===== config.mk =====
export PLATFORM = sky130hd
export DESIGN_NAME = reaction_timer
export DESIGN_NICKNAME = d
export VERILOG_FILES = /design/src/rtl/reaction_timer.sv
export SDC_FILE = /design/constraint.sdc
export NUM_CORES = 1
export LEC_CHECK = 0
export ABC_CLOCK_PERIOD_IN_PS = 4100
export CAP_MARGIN = 0
export CORE_MARGIN = 2
export CORE_UTILIZATION = 55
export DETAILED_ROUTE_END_ITERATION = 10
export PLACE_DENSITY = 0.79
export SYNTH_ARGS = -nofsm -noshare
export SYNTH_HDL_FRONTEND = slang
export SYNTH_SLANG_ARGS = --single-unit

===== constraint.sdc =====
create_clock -name i_clk -period 4.1 [get_ports i_clk]
set_input_delay 0.41 -clock i_clk [delete_from_list [all_inputs] [get_ports i_clk]]
set_output_delay 0.41 -clock i_clk [all_outputs]
set_load 0.01 [all_outputs]

===== src/rtl/reaction_timer.sv =====
// Reaction timer: arms on the start trigger, measures ms from lights-out to the
// first button press, flags false starts and timeouts, and tracks the best time.
module reaction_timer #(
    parameter int MAX_MS = 9999,
    parameter int W      = 14
) (
    input  logic         i_clk,
    input  logic         i_arst,
    input  logic         i_tick,
    input  logic         i_trigger,
    input  logic         i_lightsOut,
    input  logic         i_button,
    input  logic         i_clear,
    output logic [W-1:0] o_reactionMs,
    output logic [W-1:0] o_bestMs,
    output logic         o_valid,
    output logic         o_done,
    output logic         o_falseStart,
    output logic         o_timeout
);

    typedef enum logic [1:0] {IDLE, ARMED, TIMING, DONE} state_t;

    localparam logic [W-1:0] MAX_V = W'(MAX_MS);

    state_t       state_r, state_nxt_s;
    logic         sync1_r, sync2_r, sync3_r;
    logic         press_s;
    logic [W-1:0] count_r, count_nxt_s;
    logic [W:0]   sum_s;
    logic [W-1:0] react_r, react_nxt_s;
    logic [W-1:0] best_r, best_nxt_s;
    logic         valid_r, valid_nxt_s;
    logic         done_r, done_nxt_s;
    logic         fs_r, fs_nxt_s;
    logic         to_r, to_nxt_s;

    // Button synchronizer plus one-cycle history for rising-edge detection
    always_ff @(posedge i_clk or posedge i_arst) begin
        if (i_arst) begin
            sync1_r <= 1'b0;
            sync2_r <= 1'b0;
            sync3_r <= 1'b0;
        end else begin
            sync1_r <= i_button;
            sync2_r <= sync1_r;
            sync3_r <= sync2_r;
        end
    end

    assign press_s = sync2_r & ~sync3_r;
    // Time including a tick arriving in the current cycle
    assign sum_s   = {1'b0, count_r} + {{W{1'b0}}, i_tick};

    // Next-state and next-result logic; clear overrides every state
    always_comb begin
        state_nxt_s = state_r;
        count_nxt_s = count_r;
        react_nxt_s = react_r;
        best_nxt_s  = best_r;
        valid_nxt_s = valid_r;
        fs_nxt_s    = fs_r;
        to_nxt_s    = to_r;
        if (i_clear) begin
            state_nxt_s = IDLE;
            count_nxt_s = {W{1'b0}};
            react_nxt_s = {W{1'b0}};
            best_nxt_s  = MAX_V;
            valid_nxt_s = 1'b0;
            fs_nxt_s    = 1'b0;
            to_nxt_s    = 1'b0;
        end else begin
            case (state_r)
                IDLE: begin
                    if (i_trigger) begin
                        state_nxt_s = ARMED;
                        valid_nxt_s = 1'b0;
                        fs_nxt_s    = 1'b0;
                        to_nxt_s    = 1'b0;
                    end else begin
                        state_nxt_s = IDLE;
                    end
                end
                ARMED: begin
                    if (press_s) begin
                        state_nxt_s = DONE;
                        react_nxt_s = {W{1'b0}};
                        valid_nxt_s = 1'b1;
                        fs_nxt_s    = 1'b1;
                        to_nxt_s    = 1'b0;
                    end else if (i_lightsOut) begin
                        state_nxt_s = TIMING;
                        count_nxt_s = {W{1'b0}};
                    end else begin
                        state_nxt_s = ARMED;
                    end
                end
                TIMING: begin
                    // A press in the timeout cycle still counts as a valid result
                    if (press_s) begin
                        state_nxt_s = DONE;
                        count_nxt_s = sum_s[W-1:0];
                        react_nxt_s = sum_s[W-1:0];
                        valid_nxt_s = 1'b1;
                        fs_nxt_s    = 1'b0;
                        to_nxt_s    = 1'b0;
                        if (sum_s[W-1:0] < best_r) begin
                            best_nxt_s = sum_s[W-1:0];
                        end else begin
                            best_nxt_s = best_r;
                        end
                    end else if (sum_s >= {1'b0, MAX_V}) begin
                        state_nxt_s = DONE;
                        count_nxt_s = MAX_V;
                        react_nxt_s = MAX_V;
                        valid_nxt_s = 1'b1;
                        fs_nxt_s    = 1'b0;
                        to_nxt_s    = 1'b1;
                    end else begin
                        count_nxt_s = sum_s[W-1:0];
                    end
                end
                DONE: begin
                    if (i_trigger) begin
                        state_nxt_s = ARMED;
                        valid_nxt_s = 1'b0;
                        fs_nxt_s    = 1'b0;
                        to_nxt_s    = 1'b0;
                    end else begin
                        state_nxt_s = DONE;
                    end
                end
                default: begin
                    state_nxt_s = IDLE;
                end
            endcase
        end
        done_nxt_s = (state_nxt_s == DONE) && (state_r != DONE);
    end

    // State, counter and result registers
    always_ff @(posedge i_clk or posedge i_arst) begin
        if (i_arst) begin
            state_r <= IDLE;
            count_r <= {W{1'b0}};
            react_r <= {W{1'b0}};
            best_r  <= MAX_V;
            valid_r <= 1'b0;
            done_r  <= 1'b0;
            fs_r    <= 1'b0;
            to_r    <= 1'b0;
        end else begin
            state_r <= state_nxt_s;
            count_r <= count_nxt_s;
            react_r <= react_nxt_s;
            best_r  <= best_nxt_s;
            valid_r <= valid_nxt_s;
            done_r  <= done_nxt_s;
            fs_r    <= fs_nxt_s;
            to_r    <= to_nxt_s;
        end
    end

    assign o_reactionMs = react_r;
    assign o_bestMs     = best_r;
    assign o_valid      = valid_r;
    assign o_done       = done_r;
    assign o_falseStart = fs_r;
    assign o_timeout    = to_r;

endmodule


==> metrics, run 1 <==
status finished clean; register area share after synthesis 40.6%; Buf+Inv Stages, Crit Path 2; Core Rows 27; post-DR wirelength/cell about 17 µm; initial antenna violation count 0; HP Class reg2reg; total grt overflow 0; ranking of synthesized cells by area dfrtp_1 34%, ha_1 7.5%, dfstp_2 6.6%, nor2_1 5.3%, inv_1 3.4%; fin nets 410; endpoints failing setup 0; P&R area growth vs syn 20.8%; power per standard cell area 265 nW/µm²; Post-Place Worst Slack -0.0135 ns; critical path endpoint category flop; Total Power 1020 µW; Util after Layout 69.1%; DRC Markers 0; Post-Route Skew 0.0107 ns; first-pass GRT wire length between 10 and 15 mm; setup bufs post-CTS 0; Leak Pwr 0.00185 µW; Post-Syn Area 3170 µm²; clock sink count 51; Initial DRT Pass Iterations 5; largest net degree at the start of global routing 52; WHS between 0.3 and 0.4 ns; H-Tree Depth 2; FMAX 264 MHz; Slew @ Worst Pin 1.03 ns; chip height about 80 µm; CTS buffer count 5; core area 5540 µm²; layout cells sized above 1 approximately an eighth; dominant synthesized flop cell dfrtp_1; Worst setup SP type primary input; IO Pins 39; hpwl dp approximately 5.5 mm; Initial Utilization between 50 and 60%; Final Hold Viols 0; worst skew pair latency 0.31 ns; Setup TNS 0 ns; post-synth top area share 33.9%; ys async rst share 100%; slowest CP cell a2111o_1; Slew Limit Headroom 30.9%; I/O Buffers 38; Max Cap Violations 0; Top cell by count, worst path ha_1; setup ws final 0.318 ns; maximum vdd drop 225 µV; number of diodes 0; Post-synth EDFFs 0; Synthesized Nets about 360; critical-path cell list clkdlybuf4s50_1, ha_1, nand3_2, o21ai_0, and2_1, inv_1, ha_1, a211oi_1, o21bai_1, a21o_1, a221oi_2, a21boi_1, a2111o_1, mux2_1; Setup CP Type in2reg; CTS root buffer clkbuf_8; Mapped Cells about 340; Detail Route Antenna Nets 0; CP top delay family compound AO/OA/AOI/OAI gates; CTS Buffer Depth 2; Period minus WS final around 3.8 ns; drt via density 5.88; vias in the first global route 2525; Yosys warnings 0; worst endpoint required time 4.30 ns; post_cts resized 0; FF+latch count, synth 51; most common cell in the netlist nor2_1; unrepaired setup endpoints after global routing no; dominant cell type by area after synthesis dfrtp_1; DRT iter0 DRCs 264; die width approximately 80 µm; final worst-path cycle share 92.2%; Arr. time, crit path roughly 4.0 ns; TritonCTS clock tree done; hold_buf cts 0; CP Max Fanout 8; Routability Congestion 0.910; syn avg cell area 9.44 µm²; Final Max Tran Viols 0; CP max stage delay approximately 0.58 ns; WL final 7.63 mm; register clock-pin slew on the reported worst setup and hold paths 0.10 ns; Commonest cells post-synth 45 x nor2_1, 43 x dfrtp_1, 29 x inv_1; die area 6390 µm²; Netlist cell types 64; Vias 2689; GRT Util Overall 25.3%
-- cells by family (layout without fill, tap and decap cells) --
logic type	after synthesis	count (layout)	share of synthesized area (%)
AO/OA/AOI/OAI	79	79	18.1
flip-flops	51	51	40.6
buffers and inverters	44	93	5.96
AND/OR/NAND/NOR	117	117	19.9
multiplexers	15	15	4.97
adder cells (fa/ha/maj)	19	19	7.50
XOR/XNOR	11	11	3.04
-- report_power, final --
part	switching, µW	leakage, µW	internal (µW)	total, µW
Sequential	4.96	0.000676	509	514
Clock	178	0.0000644	243	422
Combinational	50.9	0.00111	29.9	80.8
-- registers in the layout, indices dropped and copies added, names as in the netlist --
name / flops
count_r: 14
o_bestMs: 14
o_reactionMs: 14
state_r: 2
o_done: 1
o_falseStart: 1
o_timeout: 1
o_valid: 1
sync1_r: 1
sync2_r: 1
sync3_r: 1
-- worst paths after layout --
check | slack (ns) | from | end | cells after the start
setup / recovery | 0.32 | i_tick | o_bestMs[5] | 14
hold / removal | 0.36 | sync1_r | sync2_r | 0
setup reg to reg | 0.50 | count_r[3] | o_bestMs[5] | 12
hold reg to reg | 0.36 | sync1_r | sync2_r | 0
max in group asynchronous | 2.79 | i_arst | o_valid | 2
min in group asynchronous | 0.66 | i_arst | o_reactionMs[3] | 2
-- metrics by stage --
stage / instances / instance area (µm²)
floorplan: 336 / 3170
global placement: 449 / 3690
detailed placement: 449 / 3690
CTS: 457 / 3830
global route: 457 / 3830
finish: 457 / 3830
-- layout by cell type, fill, tap and decap left out, types with 2 or more instances in the layout --
cell and count:
a211o_1 2, a211oi_1 4, a21o_1 5, a21oi_1 10, a221o_1 7, a22o_1 6, a31oi_1 3, buf_4 17
bufinv_16 2, clkbuf_8 5, clkdlybuf4s50_1 38, dfrtp_1 43, dfstp_2 8, ha_1 19, inv_1 28, mux2_1 2
mux2_2 4, mux2i_1 9, nand2_1 23, nand2b_1 7, nand3_1 9, nand3b_1 2, nand4_1 3, nand4b_1 3
nor2_1 45, nor2b_1 3, nor3_1 3, nor3_2 2, o211ai_1 2, o21a_1 4, o21ai_0 21, o22ai_1 2
or3_1 3, xnor2_1 7, xor2_1 4
-- cell type report --
| class | instances | area (µm²) |
|---|---|---|
| inverter | 30 | 114 |
| fill | 428 | 1710 |
| clock buffer | 5 | 68.8 |
| timing repair buffer | 55 | 508 |
| clock inverter | 3 | 67.6 |
| tap | 72 | 90.1 |
| multi-input combinational | 241 | 1700 |
| sequential | 51 | 1290 |
-- metal layers --
layer,global-route usage (%),wire [µm],vias up
li1,-,-,1283
met1,37.1,3530,1293
met2,39.7,3550,107
met3,4.19,500,6
met4,4.92,56,0
met5,0,0,-
(Power assumes the default switching activity.)
==> run 2, diff against run 1 <==
Settings changed: CORE_MARGIN 2 to not set, CORE_UTILIZATION 55 to 56, PLACE_DENSITY 0.79 to 0.8.
==> run 2 against run 1 <==
First-iteration DRC count is 17% lower. Utilization hardly changed. Total power is 6.3% lower. Critical path depth is 1 higher. Critical endpoint is now o_bestMs[2]. Non-clock buffer count is 3 lower. Design area is 1.2% lower. Clock skew is 0.0058 ns lower. Sequential power hardly changed.
==> metrics, run 2 (synthesis results as in run 1) <==
status finished clean; H-Tree Depth 2; DRT iter0 DRCs 218; drt via density 5.88; HP Class reg2reg; critical path endpoint category flop; clock sink count 51; register clock-pin slew on the reported worst setup and hold paths 0.09 ns; most frequent cells in the layout 45 x nor2_1, 43 x dfrtp_1, 38 x clkdlybuf4s50_1; initial antenna violation count 0; unrepaired setup endpoints after global routing no; Leak Pwr 0.00183 µW; GRT Util Overall 26.7%; worst endpoint required time approximately 4.3 ns; Setup TNS 0 ns; WL final 7.41 mm; chip height between 70 and 80 µm; largest net degree at the start of global routing 52; first-pass GRT wire length 12.6 mm; Final Hold Viols 0; endpoints failing setup 0; Top cell by count, worst path ha_1; setup bufs post-CTS 0; Initial Utilization between 50% and 60%; hpwl dp approximately 5.4 mm; CP Max Fanout 10; Post-Route Skew 0.00492 ns; Arr. time, crit path 4.00 ns; power per standard cell area 252 nW/µm²; Initial DRT Pass Iterations 5; critical-path cell list clkdlybuf4s50_1, ha_1, nand3_2, o21ai_0, and2_1, inv_1, ha_1, a211oi_1, o21bai_1, a21o_1, a221oi_2, a21boi_1, a2111o_1, buf_4, mux2i_1; TritonCTS clock tree done; Final Max Tran Viols 0; Slew Limit Headroom 29.8%; Period minus WS final 3.76 ns; slowest CP cell a2111o_1; final worst-path cycle share between 90% and 100%; CP max stage delay 0.62 ns; total grt overflow 0; Slew @ Worst Pin 1.05 ns; Worst setup SP type primary input; hold_buf cts 0; Vias 2670; Max Cap Violations 0; fin nets between 400 and 500; vias in the first global route 2520; Detail Route Antenna Nets 0; DRC Markers 0; post-DR wirelength/cell about 16 µm; Util after Layout 69.1%; I/O Buffers 38; CTS buffer count 5; Core Rows 27; FMAX 266 MHz; layout cells sized above 1 between 10% and 20%; worst skew pair latency 0.31 ns; die area 5970 µm²; commonest non-fill, non-tap cell in the layout nor2_1; IO Pins 39; maximum vdd drop 138 µV; post_cts resized 0; die width 77.2 µm; P&R area growth vs syn 19.3%; CTS root buffer clkbuf_8; Setup CP Type in2reg; number of diodes 0; Routability Congestion 0.885; core area between 5000 and 6000 µm²; CTS Buffer Depth 2
run 2: cell types whose count changed in the layout (fill, tap and decap cells not counted), sizes merged:
cell | before | now
bufinv | 2 | 1
clkinv | 1 | 3
clkinvlp | 1 | 0
buf | 17 | 14
run 2: power by group:
group	leakage, µW	internal (µW)	switching, µW
Clock	0.0000581	182	176
Combinational	0.00110	29.7	50.5
Sequential	0.000676	509	4.86
Total	0.00183	721	232
run 2: layout make-up:
class / count / area (µm²)
multi-input cells: 241 / 1700
fillers: 431 / 1690
flip-flops and latches: 51 / 1290
repair buffers: 52 / 485
inverters: 30 / 114
well taps: 72 / 90.1
clock buffers: 5 / 68.8
clock inverters: 3 / 43.8
run 2: metrics by stage:
step / cells / cell area, µm² / worst slack (ns) / hold slack [ns] / total power, µW
after floorplan: 336 / 3170 / 0.577 / 0.331 / 577
after global placement: 446 / 3670 / 0.143 / 0.335 / 601
after detailed placement: 446 / 3670 / 0.0169 / 0.347 / 603
after CTS: 454 / 3780 / 0.348 / 0.369 / 959
after global routing: 454 / 3780 / 0.0954 / 0.371 / 987
final: 454 / 3780 / 0.339 / 0.368 / 953
run 2: critical path, delay by kind of cell:
family                   cells  cell delay, ns
AND/OR/NAND/NOR              2            0.39
buffers and inverters        3            0.80
multiplexers                 1            0.16
adder cells (fa/ha/maj)      2            0.46
AO/OA/AOI/OAI                7            1.78
run 2: metal layers:
metal,vias up,global-route usage [%],share of wire (%)
li1,1268,-,-
met1,1289,38.4,46
met2,99,40.2,46
met3,14,3.93,5.5
met4,0,10.6,2.1
met5,-,0,0
run 2: path summary, 6_finish.rpt:
kind / depth (start not counted) / end / startpoint / slack, ns
max reg2reg: 13 / o_bestMs[2] / count_r[3] / 0.45
min reg2reg: 0 / sync2_r / sync1_r / 0.37
max: 15 / o_bestMs[2] / i_tick / 0.34
min in group asynchronous: 2 / o_reactionMs[13] / i_arst / 0.67
min: 0 / sync2_r / sync1_r / 0.37
max in group asynchronous: 2 / o_bestMs[11] / i_arst / 2.79
==> run 3, diff against run 2 <==
Settings changed: CORE_UTILIZATION 56 to 32, PLACE_DENSITY 0.8 to not set, REMOVE_ABC_BUFFERS set to 1.
==> run 3 against run 2 <==
First-iteration DRC count shrank 50%. Via count shrank 4.2%. Sequential power is essentially flat.
==> metrics, run 3 (synthesis results as in run 1) <==
endpoints failing setup 0; FMAX 265 MHz; Initial Utilization between 30% and 40%; Setup TNS 0 ns; chip height 102 µm; CTS root buffer clkbuf_8; largest net degree at the start of global routing 52; Period minus WS final between 3 and 4 ns; P&R area growth vs syn 21.2%; layout cells sized above 1 12.5%; hold_buf cts 0; register clock-pin slew on the reported worst setup and hold paths 0.10 ns; die area 10300 µm²; Multi-input gate area 1700 µm²; commonest non-fill, non-tap cell in the layout nor2_1; initial antenna violation count 0; placed cell area between 3000 and 4000 µm²; Final Max Tran Viols 0; HP Class reg2reg; I/O Buffers 38; CP Max Fanout 11; die width just over 100 µm; maximum vdd drop roughly 140 µV; Routability Congestion 0.841; Final Cell Area between 3000 and 4000 µm²; Worst setup SP type primary input; Vias about 2600; Final Hold Viols 0; setup bufs post-CTS 0; DRT iter0 DRCs between 100 and 150; post_cts resized 0; Arr. time, crit path between 3 and 4 ns; H-Tree Depth 2; post-DR wirelength/cell 14.4 µm; register area 1290 µm²; final worst-path cycle share around nine tenths; Post-Route Skew 0.0119 ns; worst endpoint required time 4.30 ns; Setup CP Type in2reg; CTS Buffer Depth 2; Leak Pwr 0.00182 µW; fillcell total 919; TritonCTS clock tree done; Total Power a little under 900 µW; clock sink count 51; number of diodes 0; drt via density 4.99; Worst Hold Launch sync1_r; WL final 7.41 mm; Core Rows 35; crit path launch i_tick; DP Cell Count 505; Post-Layout Cell Count 513; WHS 0.361 ns; DRC Markers 0; total grt overflow 0; unrepaired setup endpoints after global routing no; power per standard cell area 230 nW/µm²; IO Pins 39; fin nets 409; hpwl dp 5.53 mm; worst skew pair latency ~0.31 ns; Initial DRT Pass Iterations 4; Detail Route Antenna Nets 0; Max Cap Violations 0; vias in the first global route 2453; CTS buffer count 5; critical path endpoint category flop; core area between 9000 and 10000 µm²; Slew Limit Headroom 26.6%; status finished clean; first-pass GRT wire length ~12 mm; GRT Util Overall between 15 and 20%; R2R Path Start count_r[3]; most frequent cells in the layout 45 x nor2_1, 43 x dfrtp_1, 38 x clkdlybuf4s50_1; Slew @ Worst Pin 1.10 ns
-- run 3: cell types whose count changed in the layout (fill, tap and decap cells not counted) --
cell / delta
buf_4: +2
bufinv_16: -1
clkbuf_1: +1
clkinv_4: -1
clkinvlp_4: +1
-- run 3: metrics by stage --
step	setup WS, ns	utilization [%]
after floorplan	0.549	-
after global routing	0.0559	40.8
final	0.332	40.8
after global placement	0.0903	39.9
after detailed placement	-0.0172	39.9
after CTS	0.301	40.8
-- run 3: worst max-delay path, cell delays in order --
cell and delay (ns):
clkdlybuf4s50_1 0.49, ha_1 0.17, nand3_1 0.15, o21a_1 0.23
nor2_1 0.18, inv_1 0.08, ha_1 0.29, a211oi_1 0.25
o21bai_1 0.10, a21o_1 0.19, a221oi_2 0.24, a21boi_1 0.11
a2111o_1 0.66, mux2_1 0.40
-- run 3: power breakdown --
group / internal [µW] / switching [µW]
combinational: 29.6 / 50.3
clock: 120 / 170
sequential: 509 / 4.64
-- run 3: final cells by class --
| class | count | share of cell area (%) |
|---|---|---|
| Multi-Input combinational cell | 241 | 44.1 |
| Sequential cell | 51 | 33.5 |
| Timing Repair Buffer | 54 | 13.0 |
| Tap cell | 129 | 4.20 |
| Inverter | 30 | 2.96 |
| Clock buffer | 6 | 1.89 |
| Clock inverter | 2 | 0.326 |
-- run 3: per-layer routing --
| metal | track usage, % | up-vias | wire length [µm] |
|---|---|---|---|
| li1 | - | 1281 | - |
| met1 | 22.5 | 1235 | 3750 |
| met3 | 1.86 | 5 | 201 |
| met5 | 0 | - | 0 |
| met2 | 24.1 | 38 | 3370 |
| met4 | 3.68 | 0 | 80 |
-- run 3: path summary, 6_finish.rpt --
kind / cells after the start / slack [ns] / to
worst min-delay path: 0 / 0.36 / sync2_r
min in group asynchronous: 2 / 0.69 / o_reactionMs[8]
worst max register to register: 12 / 0.42 / o_bestMs[5]
worst max-delay path: 14 / 0.33 / o_bestMs[5]
worst min register to register: 0 / 0.36 / sync2_r
max in group asynchronous: 2 / 2.72 / o_reactionMs[0]
